### config.mk
export PLATFORM = sky130hd
export DESIGN_NAME = perf_counter_mmio
export DESIGN_NICKNAME = d
export VERILOG_FILES = /design/src/rtl/perf_counter_mmio.sv
export SDC_FILE = /design/constraint.sdc
export NUM_CORES = 1
export LEC_CHECK = 0
export CAP_MARGIN = 0
export CORE_MARGIN = 1
export CORE_UTILIZATION = 54
export CTS_BUF_LIST = sky130_fd_sc_hd__clkbuf_2
export CTS_CLUSTER_DIAMETER = 150
export DETAILED_ROUTE_END_ITERATION = 10
export GPL_TIMING_DRIVEN = 1
export PLACE_DENSITY = 0.77
export SLEW_MARGIN = 20
export SYNTH_ARGS = -nofsm -noshare
export SYNTH_HDL_FRONTEND = slang
export SYNTH_SLANG_ARGS = --single-unit
### constraint.sdc
create_clock -name clk -period 5.6 [get_ports clk]
set_input_delay 1.12 -clock clk [delete_from_list [all_inputs] [get_ports clk]]
set_output_delay 1.12 -clock clk [all_outputs]
set_load 0.01 [all_outputs]
### src/rtl/perf_counter_mmio.sv
// perf_counter_mmio: seven free-running performance counters (I-cache, D-cache,
// L2 done/stall plus total cycles) exposed through a small MMIO window with a
// control register for clear and freeze.
// Optional build macro: PERF_L2_EN builds the l2_done / l2_stall counters;
// without it those offsets read 0 and the l2_* strobes are ignored.
module perf_counter_mmio #(
    parameter logic [31:0] BASE_ADDR = 32'hFFFF_FF00,
    parameter int          CNT_WIDTH = 32
) (
    input  logic        clk,
    input  logic        rst,
    input  logic        instr_access,
    input  logic        instr_resp,
    input  logic        data_access,
    input  logic        data_resp,
    input  logic        l2_access,
    input  logic        l2_resp,
    input  logic        mmio_read,
    input  logic        mmio_write,
    input  logic [31:0] mmio_address,
    input  logic [31:0] mmio_wdata,
    output logic        mmio_sel,
    output logic [31:0] mmio_rdata,
    output logic        mmio_resp
);

    typedef enum logic [1:0] {
        ST_IDLE,
        ST_RESP,
        ST_WAIT
    } state_t;

    localparam logic [5:0] OFS_INSTR_DONE = 6'h00;
    localparam logic [5:0] OFS_INSTR_STALL = 6'h01;
    localparam logic [5:0] OFS_DATA_DONE  = 6'h02;
    localparam logic [5:0] OFS_DATA_STALL = 6'h03;
    localparam logic [5:0] OFS_L2_DONE    = 6'h04;
    localparam logic [5:0] OFS_L2_STALL   = 6'h05;
    localparam logic [5:0] OFS_CYCLES     = 6'h06;
    localparam logic [5:0] OFS_CTRL       = 6'h07;

    localparam logic [CNT_WIDTH-1:0] CNT_ONE = CNT_WIDTH'(1);

    state_t               state;
    logic                 freeze;
    logic                 req_ctrl_write;
    logic [1:0]           req_wdata;
    logic                 clear_now;
    logic [31:0]          rd_val;
    logic [5:0]           offset;

    logic [CNT_WIDTH-1:0] instr_done;
    logic [CNT_WIDTH-1:0] instr_stall;
    logic [CNT_WIDTH-1:0] data_done;
    logic [CNT_WIDTH-1:0] data_stall;
    logic [CNT_WIDTH-1:0] cycles;
`ifdef PERF_L2_EN
    logic [CNT_WIDTH-1:0] l2_done;
    logic [CNT_WIDTH-1:0] l2_stall;
`endif

    // Byte-lane bits and upper write-data bits carry no meaning for this block.
    logic unused_bits;
`ifdef PERF_L2_EN
    assign unused_bits = ^{mmio_wdata[31:2], mmio_address[1:0]};
`else
    assign unused_bits = ^{mmio_wdata[31:2], mmio_address[1:0], l2_access, l2_resp};
`endif

    assign mmio_sel  = (mmio_address[31:8] == BASE_ADDR[31:8]);
    assign offset    = mmio_address[7:2];
    assign clear_now = (state == ST_RESP) && req_ctrl_write && req_wdata[0];

    // Read mux over the current (pre-increment) counter values, zero-extended.
    always_comb begin
        rd_val = '0;
        case (offset)
            OFS_INSTR_DONE:  rd_val[CNT_WIDTH-1:0] = instr_done;
            OFS_INSTR_STALL: rd_val[CNT_WIDTH-1:0] = instr_stall;
            OFS_DATA_DONE:   rd_val[CNT_WIDTH-1:0] = data_done;
            OFS_DATA_STALL:  rd_val[CNT_WIDTH-1:0] = data_stall;
`ifdef PERF_L2_EN
            OFS_L2_DONE:     rd_val[CNT_WIDTH-1:0] = l2_done;
            OFS_L2_STALL:    rd_val[CNT_WIDTH-1:0] = l2_stall;
`else
            OFS_L2_DONE:     rd_val = '0;
            OFS_L2_STALL:    rd_val = '0;
`endif
            OFS_CYCLES:      rd_val[CNT_WIDTH-1:0] = cycles;
            OFS_CTRL:        rd_val = {31'b0, freeze};
            default:         rd_val = '0;
        endcase
    end

    // Event counters: clear from the control register beats freeze and counting.
    always_ff @(posedge clk) begin
        if (rst || clear_now) begin
            instr_done  <= '0;
            instr_stall <= '0;
            data_done   <= '0;
            data_stall  <= '0;
            cycles      <= '0;
`ifdef PERF_L2_EN
            l2_done     <= '0;
            l2_stall    <= '0;
`endif
        end else if (!freeze) begin
            cycles <= cycles + CNT_ONE;
            if (instr_access && instr_resp)
                instr_done <= instr_done + CNT_ONE;
            if (instr_access && !instr_resp)
                instr_stall <= instr_stall + CNT_ONE;
            if (data_access && data_resp)
                data_done <= data_done + CNT_ONE;
            if (data_access && !data_resp)
                data_stall <= data_stall + CNT_ONE;
`ifdef PERF_L2_EN
            if (l2_access && l2_resp)
                l2_done <= l2_done + CNT_ONE;
            if (l2_access && !l2_resp)
                l2_stall <= l2_stall + CNT_ONE;
`endif
        end
    end

    // MMIO transaction FSM: accept, respond one cycle later, then one dead cycle
    // so a requester still holding its strobe is not accepted twice.
    always_ff @(posedge clk) begin
        if (rst) begin
            state          <= ST_IDLE;
            mmio_resp      <= 1'b0;
            mmio_rdata     <= '0;
            freeze         <= 1'b0;
            req_ctrl_write <= 1'b0;
            req_wdata      <= '0;
        end else begin
            case (state)
                ST_IDLE: begin
                    mmio_resp <= 1'b0;
                    if (mmio_sel && (mmio_read || mmio_write)) begin
                        state          <= ST_RESP;
                        mmio_resp      <= 1'b1;
                        mmio_rdata     <= mmio_write ? 32'b0 : rd_val;
                        req_ctrl_write <= mmio_write && (offset == OFS_CTRL);
                        req_wdata      <= mmio_wdata[1:0];
                    end
                end
                ST_RESP: begin
                    state      <= ST_WAIT;
                    mmio_resp  <= 1'b0;
                    mmio_rdata <= '0;
                    if (req_ctrl_write)
                        freeze <= req_wdata[1];
                end
                ST_WAIT: begin
                    state     <= ST_IDLE;
                    mmio_resp <= 1'b0;
                end
                default: begin
                    state     <= ST_IDLE;
                    mmio_resp <= 1'b0;
                end
            endcase
        end
    end

endmodule

After elaboration in Yosys (flattened, before gate mapping)
Cells that the tools add are included.
{"block": "word_totals", "register_bits": 199, "latchBits": 0, "ram_bits": 0, "mem_bits_ro": 0, "inputBits": 74, "word_cells": 56, "n_memories": 0}
{"block": "op_classes", "n_addsub": 5, "mul": 0, "div_mod_pow": 0, "order_cmp": 0, "eq_ne": 8, "shifts": 0, "muxes": 7, "bitwise": 2, "reduce_logical": 23}
{"cell": "one-hot mux 32 bit (6 select lines)", "n": 1}
{"cell": "adder 32 x 1 -> 32 bit (second input constant)", "n": 5}
{"cell": "2-to-1 mux 32 bit", "n": 2}
{"cell": "one-hot mux 32 bit (2 select lines)", "n": 1}
{"cell": "equality test 24 bit (second input constant)", "n": 1}
{"cell": "AND reduction 2 bit", "n": 7}
{"cell": "equality test 6 x 2 -> 1 bit (second input constant)", "n": 2}
{"cell": "equality test 6 x 3 -> 1 bit (second input constant)", "n": 2}
{"cell": "logical AND 1 bit", "n": 8}
{"cell": "equality test 6 x 1 -> 1 bit (second input constant)", "n": 1}
{"cell": "zero test 6 bit", "n": 1}
{"cell": "one-hot mux 2 bit (2 select lines)", "n": 1}
{"cell": "equality test 2 x 1 -> 1 bit (second input constant)", "n": 1}
{"cell": "zero test 1 bit", "n": 2}
{"cell": "zero test 2 bit", "n": 1}
{"cell": "logical OR 1 bit", "n": 2}
{"cell": "2-to-1 mux 2 bit", "n": 1}
{"cell": "!= test 2 bit (second input constant)", "n": 1}
{"cell": "NOT 1 bit", "n": 2}
{"cell": "nonzero test 2 bit", "n": 1}
{"cell": "OR reduction 2 bit", "n": 1}
{"cell": "2-to-1 mux 1 bit", "n": 1}

Logic depth before layout (Yosys ltp)
{"block": "logic_depth", "depth_word": 5, "mapped_depth": 7, "depth_no_buf": 6}

Least setup slack after synthesis
OpenSTA, ideal clock, no wires.
{"block": "synth_path", "path_kind": "input-to-output", "startpoint": "input mmio_address[28]", "endpoint": "output mmio_sel", "arrival_ps": 1897, "slack_ps": 2583, "stages": 3, "cell_sequence": "nand4_1 nor4_1 and2_1"}
{"block": "synth_via", "elab_chain_cells": 1}
{"element": "from (decl)", "line": "20", "rtl": "input logic [31:0] mmio_address,"}
{"element": "equality test 24 bit", "line": "70", "rtl": "assign mmio_sel = (mmio_address[31:8] == BASE_ADDR[31:8]);"}
{"element": "to (decl)", "line": "22", "rtl": "output logic mmio_sel,"}
Every way passes these cells.

Worst setup path after layout
Ends and elaborated chain as after synthesis.

==> results.toml <==
[global_routing]
overflow = 0
grt_pass1_vias = 7454
grt_usage_pct = 26.2
antenna_found_initial = 1
grt_max_degree = 92
grt_pass1_wl_um = 37100

[detailed_routing]
totalWireLength_um = 22800
viasPerCell = 6.00
drt_iter0_markers = 645
drc = 0
dr_total_vias = 8022
wl_per_cell_um = 17.0
first_pass_iters = 5
antenna_left = 0

[die]
start_util_pct = 56.2
fp.dieH_um = 134
fp-row-count = 47
dieArea_um2 = 18000
die_x_um = 134
pin_count = 108
core_um2 = 16800

[synth]
postSynthAreaPerCell_um2 = 8.95
yosys_warnings = 0
synthTopCellsByArea = "dfxtp_1, xor2_1, mux4_2, nor2_1, nand4_1"
syn_inst = 1055
synth_area_um2 = 9440
ys_types = 44
yosysSeqAreaShare_pct = 42.2
syn_nets = 1134
yosysTopAreaCellShare_pct = 42.2
synth_top_area_cell = "dfxtp_1"
synth-seq-cells = 199

[finish]
nNetsFinal = 1183
final_util_pct = 63.1
drive_above_1_share_pct = 7.70
nFillCells = 1463
syn2layout_area_growth_pct = 12.4

[min_path]
min_to = "mmio_rdata[15]"
worstHoldPathCells = 2
hold_start = "mmio_rdata[15]"
holdCritPathClass = "reg -> reg"

[cts]
clk_root_buffer_cell = "clkbuf_2"
clk_latency_ns = 0.79
cts.sinks = 199
htreeDepth = 4
cts_tree = "built"
cts_made_buffers = 17
clk_path_buf_depth = 2
cts_resized = 0
cts_setup_buffers = 0
cts-hold-fix-buffers = 0
path_clk_slew_ns = 0.26

[timing]
skew_ns = 0.0304
fin_crit_sh_pct = 78.9
layout_min_cycle_time_ns = 4.42
rsz0062_at_grt = "false"
worst_slew_pin_slew_ns = 1.07
fmax_ghz = 0.226
relSlewSlack_pct = 28.8
setup_tns_ns = 0
finalSetupViolations = 0
worst_slack_ns = 1.18
hold_viol = 0
slew_viol_final = 0

[worst_setup_path]
cpMostUsedCell = "clkdlybuf4s50_1"
cp.arrival_ns = 3.30
reg2regPathDepth = 6
critPathKind = "in -> out"
r2r_start = "freeze"
crit_required_ns = 4.48
crit_slowest_cell = "nor4_1"
path_max_fanout = 4
path_cells = "clkdlybuf4s50_1 -> nand4_1 -> nor4_1 -> and2_1 -> clkdlybuf4s50_1"
slowest_delay_ns = 0.81
crit_path_end_kind = "output port"
rrSetupSlack_ns = 2.98
start_kind = "input pin"
worst_r2r_endpoint = "instr_done[24]"

[pwr]
p_total_w = 0.00229
power.internal_w = 0.00173
power.switching_w = 0.000564
share_comb_of_total_power_pct = 4.7
pwr-share-clk_pct = 32.7
p_seq_share_pct = 62.6
leakage_nw = 3.48
ir_worst_vdd_mv = 0.121
powerDensity_nw_per_um2 = 216
switching_share_pct = 24.6

[placement]
gp_congestion = 0.840
hpwl_um = 16400
numPortBuffers = 73
pre_cts_ws_ns = 1.20

[run_status]
status = "completed"

[flow_run]
max_cap_violations = 0
metal layers:
metal  track usage, %  vias up  routed length, um
met4             7.93        0                350
met5                0        -                  0
met2             41.5      250              10500
li1                 -     3869                  -
met1             36.0     3871              10400
met3             5.37       32               1500
synthesized netlist by cell type, drive strengths merged:
master / n
buf: 13
xor2: 90
mux2i: 8
and4: 24
a32o: 1
o21a: 1
nand3b: 1
mux4: 31
nand4bb: 1
and2: 8
a31oi: 1
a31o: 1
and3: 20
a22oi: 32
nor2: 151
nand2: 83
nand4b: 4
a311oi: 1
xnor2: 32
nor3: 21
a21oi: 34
clkbuf: 40
dfxtp: 199
o21ai: 65
and4b: 1
and3b: 1
ha: 5
or3: 36
or3b: 2
mux2: 1
nand3: 54
inv: 16
nor3b: 2
nor2b: 3
nand2b: 1
nand4: 60
nor4: 11
cell type report:
type                            count  area (um^2)  share of cell area [%]
Antenna cell                        1         2.50                  0.0236
Clock buffer                       18         90.1                   0.848
Clock inverter                     14          178                    1.67
Inverter                           16         60.1                   0.566
Multi-Input combinational cell    787         5220                    49.2
Sequential cell                   199         3980                    37.5
Tap cell                          220          275                    2.59
Timing Repair Buffer               83          808                    7.61
worst max-delay path by stage:
stage	startpoint	endpoint	slack, ns	depth (start not counted)
after CTS	mmio_address[28]	mmio_sel	1.18	5
after floorplan	mmio_address[28]	mmio_sel	2.58	3
after global routing	mmio_address[28]	mmio_sel	1.03	5
after detailed placement	mmio_address[28]	mmio_sel	1.20	5
final	mmio_address[28]	mmio_sel	1.18	5
after global placement	mmio_address[28]	mmio_sel	1.20	5
critical path: cells and delay by family:
kind	cells	cell delay (ns)
and+or+nand+nor	3	1.17
buffers and inverters	2	1.01
cells in the final DEF (no fill, tap or decap), types with 2 or more instances in the layout:
cell type,n
dfxtp_1,199
nor2_1,150
xor2_1,90
nand2_1,83
clkdlybuf4s50_1,71
o21ai_0,65
nand4_1,60
nand3_1,53
or3_1,36
a21oi_1,34
xnor2_1,32
a22oi_1,32
mux4_2,31
and4_1,24
and3_1,20
nor3_1,18
clkbuf_2,18
inv_1,16
nor4_1,9
buf_4,9
and2_1,8
mux2i_1,8
ha_1,5
clkinvlp_4,5
nand4b_1,4
clkinv_4,4
nor2b_1,3
nor3_2,3
bufinv_16,3
buf_2,2
state kept, by name, indices dropped and copies added (netlist names):
register,flops
cycles,32
data_done,32
data_stall,32
freeze,1
instr_done,32
instr_stall,32
mmio_rdata,32
mmio_resp,1
req_ctrl_write,1
req_wdata,2
state,2
metrics by stage:
stage / std cells / instance area (um^2) / hold slack [ns]
5_1_grt: 1338 / 10600 / 0.496
2_1_floorplan: 1055 / 9440 / 0.443
4_1_cts: 1337 / 10600 / 0.484
3_3_place_gp: 1305 / 10300 / 0.434
6_report: 1338 / 10600 / 0.478
3_5_place_dp: 1305 / 10300 / 0.441
kinds of logic (layout without fill, tap and decap cells):
logic type | after synthesis | in the layout | share of synthesized area, %
xor+xnor | 122 | 122 | 11.3
flops | 199 | 199 | 42.2
buf+inv | 69 | 131 | 2.95
mux | 40 | 40 | 8.36
other cells | 0 | 1 | 0
fa+ha+maj | 5 | 5 | 0.662
compound gates | 136 | 136 | 8.23
simple gates | 484 | 484 | 26.3
power by group through the flow:
| stage | clock network, W | logic (W) | registers [W] |
|---|---|---|---|
| 6_report | 0.000751 | 0.000108 | 0.00144 |
| 3_5_place_dp | 0 | 0.000107 | 0.00146 |
| 4_1_cts | 0.000765 | 0.000108 | 0.00144 |
| 5_1_grt | 0.000825 | 0.000116 | 0.00144 |
| 3_3_place_gp | 0 | 0.000106 | 0.00146 |
| 2_1_floorplan | 0 | 0.0000617 | 0.00146 |
Note: power is estimated with default switching activity, not from simulation.
